==> src/rtl/keypad_scanner.sv <==
// Row-strobed key-matrix scanner with frame debounce and a one-entry key-code holding register.
// Optional auto-repeat while a key stays held is enabled by defining KEYPAD_REPEAT_EN.
module keypad_scanner #(
   parameter int ROWS           = 4,
   parameter int COLS           = 4,
   parameter int SCAN_DIV_W     = 10,
   parameter int DEBOUNCE_SCANS = 4,
   parameter int REPEAT_FRAMES  = 64
) (
   input  logic            clock,
   input  logic            reset,
   output logic [ROWS-1:0] row_sel,
   input  logic [COLS-1:0] col_in,
   output logic [15:0]     key_code,
   output logic            key_valid,
   input  logic            key_ack,
   output logic            overflow
);

   localparam int ROW_W = $clog2(ROWS);
   localparam int CNT_W = $clog2(DEBOUNCE_SCANS + 1);
   localparam logic [SCAN_DIV_W-1:0] DIV_LAST = '1;

   if (ROWS < 2 || ROWS > 16 || COLS < 2 || COLS > 16 || SCAN_DIV_W < 1 ||
       DEBOUNCE_SCANS < 2 || REPEAT_FRAMES < 1) begin : g_param_check
      $error("keypad_scanner: parameter out of range");
   end

   typedef enum logic [1:0] {
      S_IDLE     = 2'd0,
      S_PRESS_DB = 2'd1,
      S_HELD     = 2'd2,
      S_REL_DB   = 2'd3
   } state_t;

   logic                       r_scan_en;
   logic [SCAN_DIV_W-1:0]      r_div;
   logic [ROW_W-1:0]           r_row;
   logic [ROWS-1:0][COLS-1:0]  r_snap;
   logic                       r_frame_done;
   logic                       w_last_dwell;

   state_t                     r_state, w_state_nxt;
   logic [CNT_W-1:0]           r_cnt, w_cnt_nxt;
   logic [7:0]                 r_cand, w_cand_nxt;
   logic                       w_emit;

   logic                       w_any, w_multi, w_single;
   logic [7:0]                 w_key;

   logic [7:0]                 r_code;
   logic                       r_valid;
   logic                       r_ovf;

`ifdef KEYPAD_REPEAT_EN
   localparam int REP_W = $clog2(REPEAT_FRAMES + 1);
   logic [REP_W-1:0]           r_rep, w_rep_nxt;
`endif

   assign w_last_dwell = r_scan_en && (r_div == DIV_LAST);

   // r_scan_en holds the counters for the cycle right after reset, so row 0 gets a full dwell.
   always_ff @(posedge clock) begin
      if (reset) begin
         r_scan_en    <= 1'b0;
         r_div        <= '0;
         r_row        <= '0;
         r_snap       <= '0;
         r_frame_done <= 1'b0;
      end else begin
         r_scan_en    <= 1'b1;
         r_frame_done <= 1'b0;
         if (r_scan_en) begin
            r_div <= r_div + 1'b1;
            if (w_last_dwell) begin
               r_snap[r_row] <= ~col_in;
               if (r_row == ROW_W'(ROWS - 1)) begin
                  r_row        <= '0;
                  r_frame_done <= 1'b1;
               end else begin
                  r_row <= r_row + 1'b1;
               end
            end
         end
      end
   end

   always_comb begin
      row_sel = '1;
      if (r_scan_en) row_sel[r_row] = 1'b0;
   end

   always_comb begin
      w_any   = 1'b0;
      w_multi = 1'b0;
      w_key   = '0;
      for (int r = 0; r < ROWS; r++) begin
         for (int c = 0; c < COLS; c++) begin
            if (r_snap[r][c]) begin
               if (w_any) w_multi = 1'b1;
               w_any = 1'b1;
               w_key = {4'(r), 4'(c)};
            end
         end
      end
   end

   assign w_single = w_any && !w_multi;

   always_ff @(posedge clock) begin
      if (reset) begin
         r_state <= S_IDLE;
         r_cnt   <= '0;
         r_cand  <= '0;
`ifdef KEYPAD_REPEAT_EN
         r_rep   <= '0;
`endif
      end else begin
         r_state <= w_state_nxt;
         r_cnt   <= w_cnt_nxt;
         r_cand  <= w_cand_nxt;
`ifdef KEYPAD_REPEAT_EN
         r_rep   <= w_rep_nxt;
`endif
      end
   end

   always_comb begin
      w_state_nxt = r_state;
      w_cnt_nxt   = r_cnt;
      w_cand_nxt  = r_cand;
      w_emit      = 1'b0;
`ifdef KEYPAD_REPEAT_EN
      w_rep_nxt   = r_rep;
`endif
      if (r_frame_done) begin
         case (r_state)
            S_IDLE: begin
               if (w_single) begin
                  w_state_nxt = S_PRESS_DB;
                  w_cnt_nxt   = CNT_W'(1);
                  w_cand_nxt  = w_key;
               end
            end
            S_PRESS_DB: begin
               if (w_single && w_key == r_cand) begin
                  if (r_cnt == CNT_W'(DEBOUNCE_SCANS - 1)) begin
                     w_emit      = 1'b1;
                     w_state_nxt = S_HELD;
`ifdef KEYPAD_REPEAT_EN
                     w_rep_nxt   = '0;
`endif
                  end else begin
                     w_cnt_nxt = r_cnt + 1'b1;
                  end
               end else begin
                  w_state_nxt = S_IDLE;
               end
            end
            S_HELD: begin
               if (!w_any) begin
                  w_state_nxt = S_REL_DB;
                  w_cnt_nxt   = CNT_W'(1);
               end
`ifdef KEYPAD_REPEAT_EN
               else if (w_single && w_key == r_cand) begin
                  if (r_rep == REP_W'(REPEAT_FRAMES - 1)) begin
                     w_emit    = 1'b1;
                     w_rep_nxt = '0;
                  end else begin
                     w_rep_nxt = r_rep + 1'b1;
                  end
               end
`endif
            end
            S_REL_DB: begin
               if (w_any) begin
                  w_state_nxt = S_HELD;
`ifdef KEYPAD_REPEAT_EN
                  w_rep_nxt   = '0;
`endif
               end else if (r_cnt == CNT_W'(DEBOUNCE_SCANS - 1)) begin
                  w_state_nxt = S_IDLE;
               end else begin
                  w_cnt_nxt = r_cnt + 1'b1;
               end
            end
            default: w_state_nxt = S_IDLE;
         endcase
      end
   end

   // A simultaneous ack frees the slot, so the new code is taken instead of dropped.
   always_ff @(posedge clock) begin
      if (reset) begin
         r_code  <= '0;
         r_valid <= 1'b0;
         r_ovf   <= 1'b0;
      end else if (w_emit) begin
         if (!r_valid || key_ack) begin
            r_code  <= r_cand;
            r_valid <= 1'b1;
            r_ovf   <= 1'b0;
         end else begin
            r_ovf <= 1'b1;
         end
      end else if (key_ack && r_valid) begin
         r_valid <= 1'b0;
         r_ovf   <= 1'b0;
      end
   end

   assign key_code  = {8'h00, r_code};
   assign key_valid = r_valid;
   assign overflow  = r_ovf;

endmodule
==> config.mk <==
export PLATFORM = sky130hd
export DESIGN_NAME = keypad_scanner
export DESIGN_NICKNAME = d
export VERILOG_FILES = /design/src/rtl/keypad_scanner.sv
export SDC_FILE = /design/constraint.sdc
export NUM_CORES = 1
export LEC_CHECK = 0
export CORE_MARGIN = 2
export CORE_UTILIZATION = 28
export CTS_CLUSTER_SIZE = 28
export DETAILED_ROUTE_END_ITERATION = 10
export GPL_ROUTABILITY_DRIVEN = 0
export PLACE_DENSITY = 0.51
export SYNTH_ARGS = -nofsm -noshare
export SYNTH_HDL_FRONTEND = slang
export SYNTH_SLANG_ARGS = --single-unit
==> constraint.sdc <==
create_clock -name clock -period 2.9 [get_ports clock]
set_clock_uncertainty 0.05 [all_clocks]
set_input_delay 0.435 -clock clock [delete_from_list [all_inputs] [get_ports clock]]
set_output_delay 0.435 -clock clock [all_outputs]
set_load 0.01 [all_outputs]
* After elaboration in Yosys (flattened, before gate mapping)
Cells that the tools add are included.
** Word-level totals
- Flip-flop bits (word level) :: 53
- Logic and storage cells :: 146
- Bits of input ports :: 7
** Operators by class
- $add $sub $neg :: 3
- Reduce and logical (&&, ||, !) cells :: 17
- Order comparisons :: 2
- Equality and inequality tests :: 14
- Bitwise logic cells :: 4
- Multiplexer cells :: 92
** Operators by type and width (count)
- 8-bit 2-to-1 mux :: 14
- 1-bit 2-to-1 mux :: 59
- 16-bit bitwise mux :: 1
- 3-bit 2-to-1 mux :: 5
- 2-bit 2-to-1 mux :: 7
- 3-bit case mux with 4 select lines :: 1
- 10-bit by 1-bit adder with 10-bit output (second input constant) :: 1
- 10-bit equality test (second input constant) :: 1
- 5-bit AND reduction :: 2
- 4-bit demux with 2-bit select :: 1
- 8-bit equality test :: 1
- 4-bit 2-to-1 mux :: 2
- 2-bit inequality test (second input constant) :: 4
- 4-bit inverter :: 2
- 2-bit case mux with 4 select lines :: 1
- 2-bit equality test (second input constant) :: 3
- 3-bit inequality test (second input constant) :: 2
- 2-bit AND reduction :: 3
- 1-bit logical AND :: 5
- 3-bit by 1-bit adder with 3-bit output (second input constant) :: 1
- 3-bit by 2-bit equality test with 1-bit output (second input constant) :: 1
- 2-bit by 3-bit less-than comparator with 1-bit output (second input constant) :: 1
- 3-bit AND reduction :: 1
- 3-bit OR reduction :: 1
- other kinds (10) :: 12

* Logic depth before layout (Yosys ltp)
- Depth after elaboration :: 39
- Mapped depth :: 8

* Worst setup path after synthesis
No wires, ideal clock.
- Kind :: reg-to-reg
- Start :: reg r_snap[13] (netlist name)
- End :: reg r_cnt[1]
- Data arrival time :: 2222 ps
- Stages on the path, launching flop included :: 9
- Period minus slack after synthesis :: 2392 ps
- Required time :: 2730 ps
- Setup slack :: 508 ps
- Cells stage by stage :: dfxtp_1 -> buf_6 -> or4_4 -> a2111oi_4 -> or3_4 -> nor4_1 -> a41o_1 -> and4_1 -> o31a_1
** Between the ends
- Longest elaborated chain between the ends :: 10
** RTL lines
- start: declaration :: line 39 : logic [ROWS-1:0][COLS-1:0] r_snap;
- start signal: indexed assignment :: line 76 : r_snap[r_row] <= ~col_in;
- 1-bit 2-to-1 mux :: line 99 : if (r_snap[r][c]) begin
- 1-bit 2-to-1 mux :: line 100 : if (w_any) w_multi = 1'b1;
- 1-bit 2-to-1 mux :: line 99
- 1-bit 2-to-1 mux :: line 100
- 1-bit 2-to-1 mux :: line 99
- 1-bit zero test :: line 108 : assign w_single = w_any && !w_multi;
- 1-bit logical AND :: line 108
- 1-bit logical AND :: line 146 : if (w_single && w_key == r_cand) begin
- 2-bit inequality test (no line)
- 5-bit AND reduction (no line) (*)
- end signal: assignment :: line 120 : r_cnt <= w_cnt_nxt;
- end: declaration :: line 44 : logic [CNT_W-1:0] r_cnt, w_cnt_nxt;
Mark *: on every way between the ends. The rest lies on a longest branch, timed or not.
A chain may end at the register's enable or synchronous reset.

* Final worst setup path
- Start :: reg r_snap[1] (netlist name)
- End :: reg r_code[4]
** Between the ends
- Longest elaborated chain between the ends :: 36
** RTL lines
- 1-bit 2-to-1 mux :: line 99
- 1-bit 2-to-1 mux :: line 100
- 1-bit 2-to-1 mux :: line 99
- 1-bit 2-to-1 mux :: line 100
- 1-bit 2-to-1 mux :: line 99
- 1-bit 2-to-1 mux :: line 100
- 1-bit 2-to-1 mux :: line 99
- 1-bit 2-to-1 mux :: line 100
- [20 not listed]
- 1-bit 2-to-1 mux :: line 99
- 1-bit zero test :: line 108
- 1-bit logical AND :: line 108
- 1-bit logical AND (*) :: line 146
- 1-bit 2-to-1 mux (*) :: line 146
- 1-bit 2-to-1 mux (*) :: line 137 : case (r_state)
- 1-bit 2-to-1 mux (*) :: line 136 : if (r_frame_done) begin
- 2-bit AND reduction (no line) (*)
- end signal: assignment :: line 201 : r_code <= r_cand;
- end: declaration :: line 51 : logic [7:0] r_code;
Marks and branches as above.

==> metrics.log <==
[metrics] run status: finished clean
[metrics] classification of the worst-slack hold path: reg -> reg
[metrics] wire length of the first global-routing pass: 8840 um
[metrics] setup violators final: 0
[metrics] final number of max-transition violations: 0
[metrics] layout-stage area growth over the synthesis result: 12.2%
[metrics] buffer cell driving the clock tree root: sky130_fd_sc_hd__clkbuf_8
[metrics] category of cells accounting for the largest share of critical-path delay: simple AND/OR/NAND/NOR gates
[metrics] num rows: 34
[metrics] cell leakage power: 0.000977 uW
[metrics] Buf/Inv on CP: 0
[metrics] via count of the first global-routing pass: 1860
[metrics] number of detailed-route iterations in the first pass: 4
[metrics] destination of the worst hold path: overflow
[metrics] Fin Setup TNS: 0 ns
[metrics] area of the mapped netlist: 0.00250 sq mm
[metrics] Post-CTS Repair Setup Buffers: 0
[metrics] sort of element at the end of the critical path: flop
[metrics] reg2reg end: r_code[4]
[metrics] R2R Setup Slk: 0.34 ns
[metrics] post-layout minimum cycle time: 2.56 ns
[metrics] routed wirelength normalized by instance count: 12.3 um
[metrics] CTS clock-pin slew for the worst setup and hold paths: 0.08 ns
[metrics] CTS tree: yes
[metrics] share of flip-flops with an asynchronous set or reset: 0
[metrics] # nets final: 338
[metrics] number of fill cells: 924
[metrics] Reg2Reg Launch Point: r_snap[1]
[metrics] data required time of the critical path: 3.07 ns
[metrics] PostCTS Resize Cnt: 0
[metrics] Unique masters post-synth: 58
[metrics] remaining antenna violation count after routing: 0
[metrics] Mean Syn Cell Area: 8.05 sq um
[metrics] buffer depth of the longest clock path: 2
[metrics] deepest level of the CTS H-tree: 2
[metrics] WHS Path Cells: 2
[metrics] Via-to-Cell Ratio: 4.81
[metrics] maximum capacitance violations: 0
[metrics] achievable frequency: 0.391 GHz
[metrics] instance count of the mapped netlist: 310
[metrics] Critical Path AT: 2.72 ns
[metrics] Fin. Hold Viols: 0
[metrics] CORE AREA: 0.00868 sq mm
[metrics] clock insertion delay at the later pin of the skew report: 0.29 ns
[metrics] Yosys top cell area share: 0.361
[metrics] most common flop cell mapped by yosys: sky130_fd_sc_hd__dfxtp_1
[metrics] cells traversed along the worst timing path: nor4_4 -> a2111oi_4 -> or3_4 -> nor4_2 -> nand4_2 -> nor3b_4 -> mux2i_1
[metrics] largest cells by area after synthesis: sky130_fd_sc_hd__dfxtp_1, sky130_fd_sc_hd__nor2_1, sky130_fd_sc_hd__a21oi_1, sky130_fd_sc_hd__nand2_1, sky130_fd_sc_hd__mux2i_1
[metrics] Die Y: 98.4 um
[metrics] Via Count: 2081
[metrics] DRC violation total after the first TritonRoute iteration: 95
[metrics] top cell type by total area after synthesis: sky130_fd_sc_hd__dfxtp_1
[metrics] final cell count without fillers: 433
[metrics] total I/O pin count: 29
[metrics] chip width: 98.4 um
[metrics] share of final-layout standard cells stronger than drive strength 1: 0.0677
[metrics] part of the cycle the worst path needs: 0.881
[metrics] number of synthesized flops with an enable pin: 0
[metrics] delay of the slowest cell on the worst path: 0.50 ns
[metrics] CTS buffer count: 5
[metrics] buffers added on ports: 16
[metrics] power per cell area: 376 mW/mm^2
[metrics] PnR worst setup slack: 0.344 ns
[metrics] YS warnings: 0
[metrics] Post-Place Setup Slack: 0.340 ns
[metrics] sink count of the clock tree: 45
[metrics] number of cells in the design after placement: 425
[metrics] Worst Tran Pin Value: 0.576 ns
[metrics] die area: 0.00969 sq mm
[metrics] # diodes: 0
[metrics] Slowest-stage cell, CP: sky130_fd_sc_hd__nor4_4
[metrics] most frequent cells in the layout: sky130_fd_sc_hd__nor2_1, sky130_fd_sc_hd__dfxtp_1, sky130_fd_sc_hd__nand2_1
[metrics] unrepaired setup endpoints after global routing: false
[metrics] crit path max fanout: 8
[metrics] antenna violations before repair: 0
[metrics] launching element type of the critical path: flop
[metrics] register area share after synthesis: 0.361
[metrics] Tot GR Track Use: 0.110
[metrics] min-delay src: overflow
[metrics] post-detail-place hpwl: 3990 um
[metrics] post-cts hold buffer count: 0
[metrics] Seq cells post-synth: 45
[metrics] total length of routed wires: 5310 um
[metrics] crit path kind: reg -> reg
[metrics] largest net degree at the start of global routing: 17
[metrics] R2R cell count: 7
[metrics] initial standard-cell utilization of the core: 0.288
[metrics] most common cell after layout, fill and taps aside: sky130_fd_sc_hd__nor2_1
[metrics] overflow left after global routing: 0
[metrics] Slew Limit Headroom: 0.613
[metrics] Peak VDD IR: 0.217 mV
[metrics] remaining design rule violation count: 0
==> synth_stat cells, types with 2 or more instances <==
cell                       instances
sky130_fd_sc_hd__inv_1            12
sky130_fd_sc_hd__mux2i_1           9
sky130_fd_sc_hd__and3_1            2
sky130_fd_sc_hd__nand4_1           4
sky130_fd_sc_hd__clkbuf_1          9
sky130_fd_sc_hd__nor4_2            2
sky130_fd_sc_hd__a211oi_1          6
sky130_fd_sc_hd__or3_1             6
sky130_fd_sc_hd__a41o_1            2
sky130_fd_sc_hd__o211ai_1          2
sky130_fd_sc_hd__xor2_1            5
sky130_fd_sc_hd__nor3_1            6
sky130_fd_sc_hd__nor2_1           56
sky130_fd_sc_hd__dfxtp_1          45
sky130_fd_sc_hd__or2_2             2
sky130_fd_sc_hd__ha_1              7
sky130_fd_sc_hd__a22oi_1           2
sky130_fd_sc_hd__and4_1            2
sky130_fd_sc_hd__buf_4            12
sky130_fd_sc_hd__nand2_1          31
sky130_fd_sc_hd__nor4_1            7
sky130_fd_sc_hd__o21ai_0           8
sky130_fd_sc_hd__a21oi_1          28
sky130_fd_sc_hd__nand3_1           3
sky130_fd_sc_hd__xnor2_1           4
sky130_fd_sc_hd__nor2b_1           3
sky130_fd_sc_hd__nand2b_1          4
==> layout make-up <==
type / instances / area, sq um / area share
inverter: 13 / 48.8 / 0.0174
clock buffer: 7 / 76.3 / 0.0273
tap: 108 / 135 / 0.0483
sequential: 45 / 901 / 0.322
multi-input combinational: 240 / 1450 / 0.517
timing repair buffer: 19 / 183 / 0.0652
clock inverter: 1 / 7.51 / 0.00268
==> report_power, final <==
part | switching [uW] | leakage [uW] | internal [uW] | total (uW)
combinational | 26.4 | 0.000576 | 15.2 | 41.6
sequential | 5.04 | 0.000363 | 621 | 626
clock | 215 | 0.0000385 | 171 | 386
total | 246 | 0.000977 | 807 | 1050
==> state kept, by name (all words and copies together) (netlist names) <==
register,count
r_cnt,3
r_snap,16
r_state,2
r_scan_en,1
r_div,10
r_code,4
r_row,2
r_cand,4
r_frame_done,1
key_valid,1
overflow,1
==> worst reg2reg max path, stage by stage, from the launching register on <==
cell and delay (ns):
sky130_fd_sc_hd__dfxtp_1 0.38, sky130_fd_sc_hd__nor4_4 0.50, sky130_fd_sc_hd__a2111oi_4 0.15, sky130_fd_sc_hd__or3_4 0.42
sky130_fd_sc_hd__nor4_2 0.25, sky130_fd_sc_hd__nand4_2 0.17, sky130_fd_sc_hd__nor3b_4 0.34, sky130_fd_sc_hd__mux2i_1 0.23
==> metrics by stage <==
stage,hold slack [ns],total power (uW),utilization,cell area (sq um)
global placement,0.394,683,0.313,2720
finish,0.411,1050,0.323,2800
detailed placement,0.397,682,0.313,2720
global route,0.436,1100,0.323,2800
CTS,0.413,1070,0.323,2800
floorplan,0.389,674,-,2540
==> per-layer routing <==
metal | GRT usage | vias up | wire length, um
li1 | - | 1090 | -
met1 | 0.165 | 945 | 2890
met2 | 0.159 | 40 | 2220
met3 | 0.0262 | 6 | 137
met4 | 0.0253 | 0 | 54
met5 | 0 | - | 0
==> cells by family (layout without fill, tap and decap cells) <==
logic type,after synthesis,after routing,synth area share
flip-flops,45,45,0.361
other,1,12,0.00150
adder cells (fa/ha/maj),8,8,0.0391
XOR/XNOR,9,9,0.0316
buffers and inverters,36,40,0.0752
AND/OR/NAND/NOR,140,140,0.289
AO/OA/AOI/OAI,62,62,0.166
multiplexers,9,9,0.0361
==> worst max-delay path by stage <==
stage	startpoint	endpoint	slack, ns	cells past startpoint
2_1_floorplan	r_snap[13]	r_cnt[1]	0.51	8
3_5_place_dp	r_snap[1]	r_code[4]	0.34	7
3_3_place_gp	r_snap[1]	r_code[5]	0.41	7
6_report	r_snap[1]	r_code[4]	0.34	7
5_1_grt	r_snap[1]	overflow	0.15	7
4_1_cts	r_snap[1]	r_code[4]	0.31	7
Note: power is estimated with default switching activity, not from simulation.
